<file path="config.mk">
export PLATFORM = sky130hd
export DESIGN_NAME = fft_peak_reader
export DESIGN_NICKNAME = d
export VERILOG_FILES = /design/src/rtl/fft_peak_reader.sv
export SDC_FILE = /design/constraint.sdc
export NUM_CORES = 1
export LEC_CHECK = 0
export BUFFER_PORTS_ARGS = -buffer_cell sky130_fd_sc_hd__clkbuf_2
export CORE_MARGIN = 3
export CORE_UTILIZATION = 57
export CTS_CLUSTER_SIZE = 40
export DETAILED_ROUTE_END_ITERATION = 12
export PLACE_DENSITY = 0.8
export SLEW_MARGIN = 5
export SYNTH_ARGS = -nofsm -noshare
export SYNTH_HDL_FRONTEND = slang
export SYNTH_SLANG_ARGS = --single-unit
</file>
<file path="constraint.sdc">
create_clock -name clk -period 3.85 [get_ports clk]
set_clock_uncertainty 0.05 [all_clocks]
set_input_delay 0.385 -clock clk [delete_from_list [all_inputs] [get_ports clk]]
set_output_delay 0.385 -clock clk [all_outputs]
set_load 0.05 [all_outputs]
</file>
<file path="src/rtl/fft_peak_reader.sv">
// fft_peak_reader
//   Scans bins BIN_START..BIN_END of the spectrum RAM once per start request.
//   It returns the largest magnitude and the bin where it was found. Ties keep
//   the lowest bin.
//
// Ports
//   clk, rst_n      system clock, asynchronous active-low reset
//   start, thresh   scan request; thresh is captured when start is accepted
//   rd_addr, q_ram  RAM read port (q_ram is valid RD_LAT clocks after rd_addr)
//   busy, done      busy while scanning; done pulses for one clock with the result
//   peak_bin/mag    result, held until the next scan reports
//   peak_valid      peak_mag >= captured thresh
//
// state  | meaning
// IDLE   | waiting for start
// ISSUE  | stepping rd_addr BIN_START..BIN_END, one bin per clock
// DRAIN  | waiting for the last read to come back from the RAM
// REPORT | result registers show the new peak, done high
module fft_peak_reader #(
  parameter int ADDR_W    = 13,
  parameter int MAG_W     = 17,
  parameter int BIN_START = 4,
  parameter int BIN_END   = 2047,
  parameter int RD_LAT    = 2
) (
  input  logic              clk,
  input  logic              rst_n,
  input  logic              start,
  input  logic [MAG_W-1:0]  thresh,
  output logic [ADDR_W-1:0] rd_addr,
  input  logic [MAG_W-1:0]  q_ram,
  output logic              busy,
  output logic              done,
  output logic [ADDR_W-1:0] peak_bin,
  output logic [MAG_W-1:0]  peak_mag,
  output logic              peak_valid
);

  localparam logic [ADDR_W-1:0] LP_BIN_START = ADDR_W'(BIN_START);
  localparam logic [ADDR_W-1:0] LP_BIN_END   = ADDR_W'(BIN_END);

  typedef enum logic [1:0] {S_IDLE, S_ISSUE, S_DRAIN, S_REPORT} state_t;

  state_t r_state;
  state_t w_state_nxt;

  logic              r_tag_v    [RD_LAT];
  logic              r_tag_last [RD_LAT];
  logic [ADDR_W-1:0] r_tag_bin  [RD_LAT];

  logic [MAG_W-1:0]  r_thresh;
  logic [MAG_W-1:0]  r_max_mag;
  logic [ADDR_W-1:0] r_max_bin;
  logic              r_have;

  logic              w_accept;
  logic              w_issue;
  logic              w_last_issue;
  logic              w_smp_v;
  logic              w_smp_last;
  logic [ADDR_W-1:0] w_smp_bin;
  logic              w_take;
  logic [MAG_W-1:0]  w_max_mag_nxt;
  logic [ADDR_W-1:0] w_max_bin_nxt;

  assign w_accept     = (r_state == S_IDLE) && start;
  assign w_issue      = (r_state == S_ISSUE);
  assign w_last_issue = w_issue && (rd_addr == LP_BIN_END);

  // The oldest tag lines up with the q_ram word for that address.
  assign w_smp_v    = r_tag_v[RD_LAT-1];
  assign w_smp_last = r_tag_last[RD_LAT-1];
  assign w_smp_bin  = r_tag_bin[RD_LAT-1];

  // The first sample of a scan always loads. After that, only a strictly
  // larger sample replaces the max, so ties keep the earlier (lower) bin.
  assign w_take        = w_smp_v && (!r_have || (q_ram > r_max_mag));
  assign w_max_mag_nxt = w_take ? q_ram : r_max_mag;
  assign w_max_bin_nxt = w_take ? w_smp_bin : r_max_bin;

  assign busy = (r_state == S_ISSUE) || (r_state == S_DRAIN);
  assign done = (r_state == S_REPORT);

  always_ff @(posedge clk or negedge rst_n) begin
    if (!rst_n) r_state <= S_IDLE;
    else        r_state <= w_state_nxt;
  end

  always_comb begin
    w_state_nxt = r_state;
    case (r_state)
      S_IDLE:   if (start) w_state_nxt = S_ISSUE;
      S_ISSUE:  if (rd_addr == LP_BIN_END) w_state_nxt = S_DRAIN;
      S_DRAIN:  if (w_smp_v && w_smp_last) w_state_nxt = S_REPORT;
      S_REPORT: w_state_nxt = S_IDLE;
      default:  w_state_nxt = S_IDLE;
    endcase
  end

  always_ff @(posedge clk or negedge rst_n) begin
    if (!rst_n) begin
      for (int i = 0; i < RD_LAT; i++) begin
        r_tag_v[i]    <= 1'b0;
        r_tag_last[i] <= 1'b0;
        r_tag_bin[i]  <= '0;
      end
    end else begin
      r_tag_v[0]    <= w_issue;
      r_tag_last[0] <= w_last_issue;
      r_tag_bin[0]  <= rd_addr;
      for (int i = 1; i < RD_LAT; i++) begin
        r_tag_v[i]    <= r_tag_v[i-1];
        r_tag_last[i] <= r_tag_last[i-1];
        r_tag_bin[i]  <= r_tag_bin[i-1];
      end
    end
  end

  always_ff @(posedge clk or negedge rst_n) begin
    if (!rst_n) begin
      rd_addr    <= '0;
      r_thresh   <= '0;
      r_max_mag  <= '0;
      r_max_bin  <= '0;
      r_have     <= 1'b0;
      peak_bin   <= '0;
      peak_mag   <= '0;
      peak_valid <= 1'b0;
    end else begin
      if (w_accept) begin
        rd_addr  <= LP_BIN_START;
        r_thresh <= thresh;
      end else if (w_issue && (rd_addr != LP_BIN_END)) begin
        rd_addr <= rd_addr + ADDR_W'(1);
      end

      if (w_take) begin
        r_max_mag <= q_ram;
        r_max_bin <= w_smp_bin;
        r_have    <= 1'b1;
      end
      if (w_accept) r_have <= 1'b0;

      // Result registers load on the same edge that enters REPORT, so they
      // include the final sample and change together with done.
      if (w_smp_v && w_smp_last) begin
        peak_bin   <= w_max_bin_nxt;
        peak_mag   <= w_max_mag_nxt;
        peak_valid <= (w_max_mag_nxt >= r_thresh);
      end
    end
  end

endmodule
</file>
# Word-level counts from Yosys, hierarchy flattened
# Cells that the tools add are included.
# word_totals
register_bits,124
inputBits,37
out_inout_bits,46
# op_classes
addsub,1
magnitude_cmp,2
n_eq_ne,8
mux,10
reduce_logical,12
# op_table
operator,count
13-bit two-way mux,3
17-bit >= comparator,1
17-bit > comparator,1
17-bit two-way mux,1
"13-bit by 1-bit adder with 13-bit output, second input constant",1
"13-bit by 11-bit == test with 1-bit output, second input constant",1
"13-bit by 11-bit inequality test with 1-bit output, second input constant",1
2-bit one-hot mux with 4 select lines,1
2-bit two-way mux,3
1-bit logical AND,5
"2-bit == test, second input constant",2
"2-bit by 1-bit inequality test with 1-bit output, second input constant",2
2-bit nonzero test,2
3-bit AND reduction,1
"2-bit by 1-bit == test with 1-bit output, second input constant",1
2-bit zero test,1
1-bit logical OR,2
1-bit two-way mux,2
"2-bit inequality test, second input constant",1
1-bit zero test,1

# Logic depth before layout (Yosys ltp)
# Gate-level depths: netlist of the first run.
# depth
depth_word,5
depth_mapped,16
mapped_depth_nobuf,15

# Worst setup path after synthesis of the first run
# No wires, ideal clock.
# synth_path
path_kind,input port to flip-flop
start,in q_ram[15]
end,reg peak_valid
setup_time_ps,82
t_arrival_ps,3370
required_ps,3718
slack_ps,348
stages,15
n_path_buf,1
path_cell_list,ha_1 > nand4_2 > nor4_2 > a221o_2 > nor3_4 > nor3b_4 > buf_6 > mux2_2 > ha_1 > and4_1 > nand2_1 > o41ai_1 > a21o_1 > a21oi_1 > a31oi_1
# synth_between
elab_chain_cells,5
# synth_rtl
element,line,text
"start, declared",31,"input logic [MAG_W-1:0] q_ram,"
17-bit > comparator,77,assign w_take = w_smp_v && (!r_have || (q_ram > r_max_mag));
1-bit logical OR,77,
1-bit logical AND,77,
17-bit two-way mux,n/a,
named net w_max_mag_nxt[8],63,logic [MAG_W-1:0] w_max_mag_nxt;
17-bit >= comparator,149,peak_valid <= (w_max_mag_nxt >= r_thresh);
"end signal, assigned",149,
"end, declared",36,output logic peak_valid
# The timed path passes the listed nets, and every way through them passes these cells.
# A chain may end at the register's enable or synchronous reset.

# Worst setup path after layout of the first run
# layout_path
start,reg r_max_mag[16]
end,reg peak_valid
# layout_between
elab_chain_cells,5
# layout_rtl
element,line,text
"start, declared",52,logic [MAG_W-1:0] r_max_mag;
"start signal, assigned",138,r_max_mag <= q_ram;
17-bit > comparator,77,
1-bit logical OR,77,
1-bit logical AND,77,
17-bit two-way mux,n/a,
named net w_max_mag_nxt[6],63,
17-bit >= comparator,149,
# The timed path passes the listed nets, and every way through them passes these cells.

==> flow_metrics.tcl, run 1 <==
set metrics [dict create \
    die_width_um 106 \
    synth_top_area_cell "dfrtp_1" \
    r2r_cells 17 \
    cts_buffers 17 \
    setup_tns_ps -122 \
    std_cell_rows 35 \
    fin_crit_ps 3970 \
    pin_count 83 \
    first_global_vias 4289 \
    r2r_start "r_max_mag[16]" \
    slowest_stage "dfrtp_1" \
    fin_util_pct 77.7 \
    ys.flop_type "dfrtp_1" \
    synth_area_leaders "dfrtp_1, ha_1, o221a_2" \
    crit_required_ps 4180 \
    synth_common_cells "dfrtp_1, ha_1, inv_1" \
    n_antenna_cell 0 \
    drtIter0Drc 349 \
    cp_cell_sequence "inv_1 > ha_4 > nand4_4 > buf_4 > nor3_1 > a22o_1 > nor3_4 > nor3b_4 > buf_12 > mux2_4 > ha_4 > a21oi_1 > nor2b_1 > o21ai_0 > a31oi_2 > o21ai_1 > a31oi_1" \
    final_net_count 654 \
    crit_buf_inv 3 \
    vias_per_cell 6.16 \
    grt_max_degree 80 \
    gp_congestion 0.889 \
    wl_per_cell_um 21.7 \
    dr.pass1.iters 5 \
    period_share_pct 103 \
    routed_wl_mm 15.6 \
    cpPeakStageDelay_ps 410 \
    status "finished with violations" \
    overflow 0 \
    critPathCapture "peak_valid" \
    insertion_delay_ps 520 \
    path_class "reg2reg" \
    fill_cells 504 \
    arrival_ps 4300 \
    ys.warnings.count 0 \
    die_area_mm2 0.0113 \
    track_usage_pct 25.6 \
    r2r_slack_ps -120 \
    die_h_um 106 \
    cellLeakagePower_nw 3.54 \
    async_flop_share_pct 100 \
    hold_ws_ps -43.5 \
    vias 4426 \
    avgSynthCellArea_um2 12.2 \
    numPortBuffers 82 \
    finalMaxSlewViolations 0 \
    antenna_left 0 \
    failed_checks "negative hold slack, negative setup slack" \
    ir_drop_mv 0.683 \
    cp-end-kind "flip-flop" \
    hold_viol 63 \
    yosysMostFrequentCell "dfrtp_1" \
    max_cap_viol_count 0 \
    clk_pin_slew_ps 60 \
    cts_sinks 124 \
    clock_path_buffers 2 \
    antenna_found_initial 0 \
    drc 0 \
    syn_nets 547 \
    cts-htree-levels 4 \
    r2r_end "peak_valid" \
    hold_path_class "in2async" \
    area_growth_pct 28.8 \
    cp_top_family "compound AO/OA/AOI/OAI gates" \
    tightest_slew_ps 1020 \
    p_per_area_mw_per_mm2 813 \
    cp.depth 17 \
    drive_gt1_share_pct 41.4 \
    netlist_instances 470 \
    setup_viol_count_final 1 \
    crit_top_cell "ha_4" \
    synth_top_area_share_pct 54.1 \
    syn_area_mm2 0.00573 \
    core_mm2 0.00950 \
    preCtsSetupSlack_ps -48.6 \
    root_buffer "clkbuf_8" \
    seqCellArea_mm2 0.00310 \
    fmax_mhz 252 \
    cp-start-kind "flip-flop" \
    cts_tree "yes" \
    ys_seq_elements 124 \
    setup_slack_ps -122 \
    yosysUniqueCellTypes 43 \
    crit_fanout 8 \
    ys_seq_area_share_pct 54.1 \
    setup.worst_path.start "r_max_mag[16]" \
    multi_input_area_mm2 0.00266 \
    grt_pass1_wl_mm 22.4 \
    start_util_pct 60.3 \
    relSlewSlack_pct 32.2 \
    dp_hpwl_mm 8.80 \
    synth_edf_count 0 \
]
[state kept, by name (all words and copies together), names as in the netlist]
name / count
peak_bin: 13
r_thresh: 17
w_smp_bin: 13
r_have: 1
r_state: 2
peak_valid: 1
peak_mag: 17
r_max_bin: 13
r_tag_bin: 13
w_smp_v: 1
r_tag_v: 1
rd_addr: 13
r_max_mag: 17
r_tag_last: 1
w_smp_last: 1
[how the worst min path moves through the flow]
stage,from,end,slack [ps],cells past startpoint
after CTS,rst_n,rd_addr[3],10,1
after global placement,r_tag_bin[16],w_smp_bin[3],290,0
after global routing,thresh[10],r_thresh[10],30,3
after floorplan,rst_n,peak_bin[0],40,0
after detailed placement,r_tag_bin[23],w_smp_bin[10],280,0
final,rst_n,rd_addr[1],-40,1
[cell families after synthesis]
family / count (synthesis) / synth area share [%]
simple gates: 114 / 11.5
compound gates: 90 / 11.9
buf+inv: 62 / 4.91
mux: 33 / 7.71
xor+xnor: 7 / 1.07
fa+ha+maj: 40 / 8.73
flops: 124 / 54.1
[metal layers]
layer  vias to the layer above  GRT usage, %  wire, um
li1                       1942             -         -
met4                         0          9.71       557
met5                         -             0         0
met3                        55          7.16      1110
met2                       238          40.6      7710
met1                      2191          33.8      6200
[cell type report]
cell class / instances / share of cell area [%]
Inverter: 38 / 1.93
Multi-Input combinational cell: 284 / 36.1
Tap cell: 129 / 2.19
Clock buffer: 17 / 5.61
Timing Repair Buffer: 112 / 8.98
Clock inverter: 15 / 3.15
Sequential cell: 124 / 42.0
[per-stage QoR]
stage,area [um^2],power [W],instances
after floorplan,5730,0.00311,470
after global placement,6280,0.00346,670
after detailed placement,6280,0.00358,670
after CTS,6950,0.00542,702
after global routing,7380,0.00628,719
final,7380,0.00600,719
[report_power, final]
group          total (W)  internal [W]  switching (W)
registers        0.00183       0.00160       0.000229
clock network    0.00177       0.00113       0.000636
logic            0.00240       0.00108        0.00132
total            0.00600       0.00381        0.00219
[layout by cell type (no fill, tap or decap), types with 10 or more instances in the layout]
cell       instances
o221a_2           30
buf_4             26
a21oi_1           21
nand3_1           10
clkbuf_16         16
nand2_1           29
ha_4              20
or4_1             30
inv_1             34
o21ai_0           24
dfrtp_1          124
ha_1              19
mux2_4            20
clkbuf_2          81
nor2_1            15
mux2_2            11
[worst reg2reg max path, delay by kind of cell (launching register included)]
| kind | cells | cell delay (ps) |
|---|---|---|
| AO/OA/AOI/OAI | 6 | 1180 |
| AND/OR/NAND/NOR | 5 | 860 |
| adder cells (fa/ha/maj) | 2 | 530 |
| buffers and inverters | 3 | 460 |
| flip-flops | 1 | 410 |
| multiplexers | 1 | 340 |
[timing repair]
item / CTS / global route
setup buffers: 0 / 16
hold buffers: 0 / 0
cloned: 0 / 1
endpoints found under the setup margin: 1 / 1
pin swaps: 2 / 19
gates resized for setup: 2 / 39
No activity file was read; power rests on OpenSTA's default activity.
==> run 2: changes to the inputs <==
GPL_TIMING_DRIVEN = 0   (was default)
==> flow_metrics.tcl, run 2 (same netlist as run 1, synthesis figures left out) <==
set metrics [dict create \
    status "finished with violations" \
    failed_checks "negative setup slack" \
    cts_tree "yes" \
    fmax_mhz 249 \
    p_per_area_mw_per_mm2 789 \
    hold_path_class "in2reg" \
    area_growth_pct 27.8 \
    dr.pass1.iters 5 \
    setup_viol_count_final 1 \
    insertion_delay_ps 530 \
    gp_congestion 0.875 \
    slowest_stage "dfrtp_1" \
    r2r_end "peak_valid" \
    pin_count 83 \
    cellLeakagePower_nw 3.56 \
    finalMaxSlewViolations 0 \
    r2r_start "r_max_mag[11]" \
    max_cap_viol_count 0 \
    clk_pin_slew_ps 60 \
    cts_sinks 124 \
    tightest_slew_ps 750 \
    die_width_um 106 \
    cpPeakStageDelay_ps 420 \
    hold_start "thresh[10]" \
    antenna_found_initial 0 \
    fin_util_pct 77.1 \
    final_cells 740 \
    arrival_ps 4340 \
    cts-htree-levels 4 \
    drive_gt1_share_pct 38.5 \
    antenna_left 0 \
    wl_per_cell_um 20.2 \
    path_class "reg2reg" \
    track_usage_pct 25.3 \
    final_common_cell "dfrtp_1" \
    ir_drop_mv 0.722 \
    root_buffer "clkbuf_8" \
    period_share_pct 104 \
    grt_max_degree 66 \
    setup_slack_ps -160 \
    cp_top_family "compound AO/OA/AOI/OAI gates" \
    fin_crit_ps 4010 \
    drtIter0Drc 323 \
    dp_hpwl_mm 9.18 \
    min_to "r_thresh[10]" \
    cp-end-kind "flip-flop" \
    rsz0062_at_grt "true" \
    grt_pass1_wl_mm 22.3 \
    r2r_slack_ps -160 \
    vias 4531 \
    overflow 0 \
    n_antenna_cell 0 \
    drc 0 \
    cts_buffers 17 \
    first_global_vias 4366 \
    core_mm2 0.00950 \
    crit_fanout 7 \
    cp_cell_sequence "inv_2 > ha_4 > nand4_1 > buf_6 > nor4_4 > a221o_2 > nor3_4 > nor3b_4 > buf_6 > mux2_4 > ha_1 > nor2b_1 > o211ai_1 > a21o_1 > a31oi_1 > o21ai_0 > a31oi_1" \
    vias_per_cell 6.12 \
    setup_tns_ps -160 \
    std_cell_rows 35 \
    numPortBuffers 82 \
    fill_cells 537 \
    crit_required_ps 4180 \
    final_net_count 675 \
    crit_buf_inv 3 \
    relSlewSlack_pct 49.5 \
    min_path_cells 3 \
    reg_top3 "peak_mag: 17 flops, r_max_mag: 17 flops, r_thresh: 17 flops" \
    hold_viol 0 \
    final_cell_mix "dfrtp_1, clkbuf_2, inv_1" \
    routed_wl_mm 15.0 \
    start_util_pct 60.3 \
    r2r_cells 17 \
    post-place-cells 682 \
    clock_path_buffers 2 \
    cp-start-kind "flip-flop" \
    die_h_um 106 \
    die_area_mm2 0.0113 \
]
-- run 2: metrics by stage --
| step | hold slack, ps | instance area, um^2 | setup slack, ps | power [W] |
|---|---|---|---|---|
| 6_report | 14.7 | 7330 | -160 | 0.00578 |
| 4_1_cts | 6.61 | 7050 | 19.8 | 0.00531 |
| 5_1_grt | 22.7 | 7330 | -267 | 0.00605 |
| 3_3_place_gp | 285 | 6300 | -72.6 | 0.00347 |
| 2_1_floorplan | 39.4 | 5730 | 348 | 0.00311 |
| 3_5_place_dp | 285 | 6340 | -138 | 0.00358 |
-- run 2: worst register-to-register path, cell delays in order (launching register included) --
cell      delay [ps]
dfrtp_1          420
inv_2             70
ha_4             280
nand4_1          150
buf_6            190
nor4_4           290
a221o_2          240
nor3_4            60
nor3b_4          340
buf_6            210
mux2_4           320
ha_1             300
nor2b_1          160
o211ai_1         230
a21o_1           170
a31oi_1          100
o21ai_0          180
a31oi_1          100
-- run 2: report_power, final --
part | internal (W) | switching (W)
logic | 0.00105 | 0.00128
clock network | 0.000997 | 0.000627
registers | 0.00160 | 0.000215
-- run 2: layout make-up --
cell class	count	area [um^2]	area share [%]
Buffer	24	139	1.90
Clock buffer	17	414	5.65
Clock inverter	15	189	2.58
Inverter	38	143	1.95
Multi-Input combinational cell	284	2520	34.4
Sequential cell	124	3100	42.3
Tap cell	129	161	2.20
Timing Repair Buffer	109	661	9.02
-- run 2: how the worst max path moves through the flow --
stage                  start  slack (ps)          to  cells after the start
2_1_floorplan      q_ram[15]         350  peak_valid                     15
5_1_grt        r_max_mag[11]        -270  peak_valid                     17
3_5_place_dp       q_ram[16]        -140  peak_valid                     16
3_3_place_gp       q_ram[16]         -70  peak_valid                     16
6_report       r_max_mag[11]        -160  peak_valid                     17
4_1_cts        r_max_mag[16]          20  peak_valid                     16
-- run 2: timing repair --
| item | CTS | global route |
|---|---|---|
| hold buffers | 1 | 0 |
| hold endpoints to repair | 59 | 0 |
| endpoints found under the setup margin | 1 | 1 |
| buffers inserted | 9 | 16 |
| gates resized for setup | 2 | 21 |
| pin swaps | 3 | 17 |
-- run 2: metal layers --
| metal | global-route usage (%) | vias up | routed length [um] |
|---|---|---|---|
| met1 | 34.3 | 2266 | 6160 |
| met4 | 10.3 | 0 | 562 |
| li1 | - | 1990 | - |
| met5 | 0 | - | 0 |
| met2 | 40.2 | 223 | 7320 |
| met3 | 4.92 | 52 | 920 |
==> run 3: changes to the inputs <==
SETUP_SLACK_MARGIN = 0.02   (was default)
==> flow_metrics.tcl, run 3 (same netlist as run 1, synthesis figures left out) <==
set metrics [dict create \
    clock_power_share_pct 28.1 \
    power.switching_w 0.00213 \
    die_h_um 106 \
    cp-start-kind "flip-flop" \
    crit_fanout 7 \
    final_common_cell "dfrtp_1" \
    overflow 0 \
    area_growth_pct 27.8 \
    fill_cells 537 \
    tightest_slew_ps 762 \
    drtIter0Drc 320 \
    r2r_start "r_max_mag[11]" \
    cp_cell_sequence "inv_2 > ha_4 > nand4_1 > buf_6 > nor4_4 > a221o_2 > nor3_4 > nor3b_4 > buf_6 > mux2_4 > ha_1 > nor2b_1 > o211ai_1 > a21o_1 > a31oi_1 > o21ai_0 > a31oi_1" \
    seq_power_share_pct 31.5 \
    reg_top3 "peak_mag: 17 flops, r_max_mag: 17 flops, r_thresh: 17 flops" \
    relSlewSlack_pct 48.7 \
    cp_top_family "compound AO/OA/AOI/OAI gates" \
    insertion_delay_ps 530 \
    drc 0 \
    failed_checks "negative setup slack" \
    rsz0062_at_grt "true" \
    grt_max_degree 66 \
    n_antenna_cell 0 \
    arrival_ps 4410 \
    grt_pass1_wl_mm 22.3 \
    fin_area_mm2 0.00733 \
    p_per_area_mw_per_mm2 789 \
    clk_pin_slew_ps 60 \
    fin_util_pct 77.1 \
    max_cap_viol_count 0 \
    setup_viol_count_final 1 \
    period_share_pct 104 \
    r2r_end "peak_valid" \
    slowest_stage "dfrtp_1" \
    dp_hpwl_mm 9.18 \
    die_area_mm2 0.0113 \
    first_global_vias 4366 \
    path_class "reg2reg" \
    start_util_pct 60.3 \
    r2r_slack_ps -160 \
    antenna_found_initial 0 \
    cellLeakagePower_nw 3.56 \
    fin_crit_ps 4010 \
    std_cell_rows 35 \
    numPortBuffers 82 \
    root_buffer "clkbuf_8" \
    setup_slack_ps -162 \
    die_width_um 106 \
    cts_sinks 124 \
    p_int_w 0.00365 \
    final_cell_mix "dfrtp_1, clkbuf_2, inv_1" \
    finalMaxSlewViolations 0 \
    hold_path_class "in2reg" \
    setup_tns_ps -162 \
    hold_start "thresh[10]" \
    vias 4487 \
    min_to "r_thresh[10]" \
    status "finished with violations" \
    hold_viol 0 \
    drive_gt1_share_pct 38.5 \
    min_path_cells 3 \
    cts-htree-levels 4 \
    cpPeakStageDelay_ps 420 \
    crit_required_ps 4250 \
    vias_per_cell 6.06 \
    crit_buf_inv 3 \
    cp-end-kind "flip-flop" \
    clock_path_buffers 2 \
    track_usage_pct 25.3 \
    setup.worst_path.start "r_max_mag[11]" \
    comb_power_share_pct 40.5 \
    r2r_cells 17 \
    gp_congestion 0.875 \
    core_mm2 0.00950 \
    dr.pass1.iters 4 \
    routed_wl_mm 15.0 \
    ir_drop_mv 0.723 \
    hold_ws_ps 14.1 \
    fmax_mhz 249 \
    cts_buffers 17 \
    antenna_left 0 \
    cts_tree "yes" \
    wl_per_cell_um 20.3 \
    dpl_cell_area_mm2 0.00634 \
    swShare_pct 36.8 \
    final_net_count 675 \
    pin_count 83 \
]
run 3: cell counts in the layout (fill, tap and decap cells not counted):
Identical to the previous run, type by type.
run 3: worst max-delay path by stage:
stage	endpoint	slack, ps	cells past startpoint
after floorplan	peak_valid	350	15
after global placement	peak_valid	-70	16
after detailed placement	peak_valid	-140	16
after CTS	peak_valid	20	16
after global routing	peak_valid	-270	17
final	peak_valid	-160	17
run 3: metal layers:
metal / global-route usage [%] / vias up / share of wire [%]
met5: 0 / - / 0
met4: 10.3 / 0 / 3.4
met3: 4.92 / 51 / 5.5
met2: 40.2 / 196 / 49
met1: 34.3 / 2250 / 42
li1: - / 1990 / -
run 3: through the flow:
stage | power (W) | instances | worst slack [ps]
2_1_floorplan | 0.00311 | 470 | 348
3_3_place_gp | 0.00347 | 681 | -72.6
3_5_place_dp | 0.00358 | 682 | -138
4_1_cts | 0.00531 | 724 | 24.9
5_1_grt | 0.00605 | 740 | -272
6_report | 0.00578 | 740 | -162
run 3: worst reg2reg max path, delay by kind of cell (launching register included):
family                   cells  cell delay [ps]
AO/OA/AOI/OAI                6             1060
buffers and inverters        3              470
AND/OR/NAND/NOR              5             1030
flip-flops                   1              420
adder cells (fa/ha/maj)      2              590
multiplexers                 1              320
run 3: timing repair:
action                                 CTS  global route
resized for setup                        2            21
pin swaps                                4            17
endpoints found under the hold margin   59             0
buffers inserted                         9            16
hold buffers                             1             0
setup endpoints to repair                1             1
run 3: cell type report:
cell class	instances	area (um^2)	area share (%)
tap	129	161	2.20
clock buffer	17	414	5.65
inverter	38	143	1.95
multi-input combinational	284	2520	34.4
buffer	24	139	1.90
clock inverter	15	189	2.58
sequential	124	3100	42.3
timing repair buffer	109	661	9.02
run 3: power by group through the flow:
stage               logic (W)  registers, W  clock network (W)
global placement      0.00167       0.00180                  0
global route          0.00252       0.00184            0.00169
CTS                   0.00188       0.00180            0.00163
finish                0.00234       0.00182            0.00162
detailed placement    0.00176       0.00182                  0
floorplan             0.00126       0.00184                  0
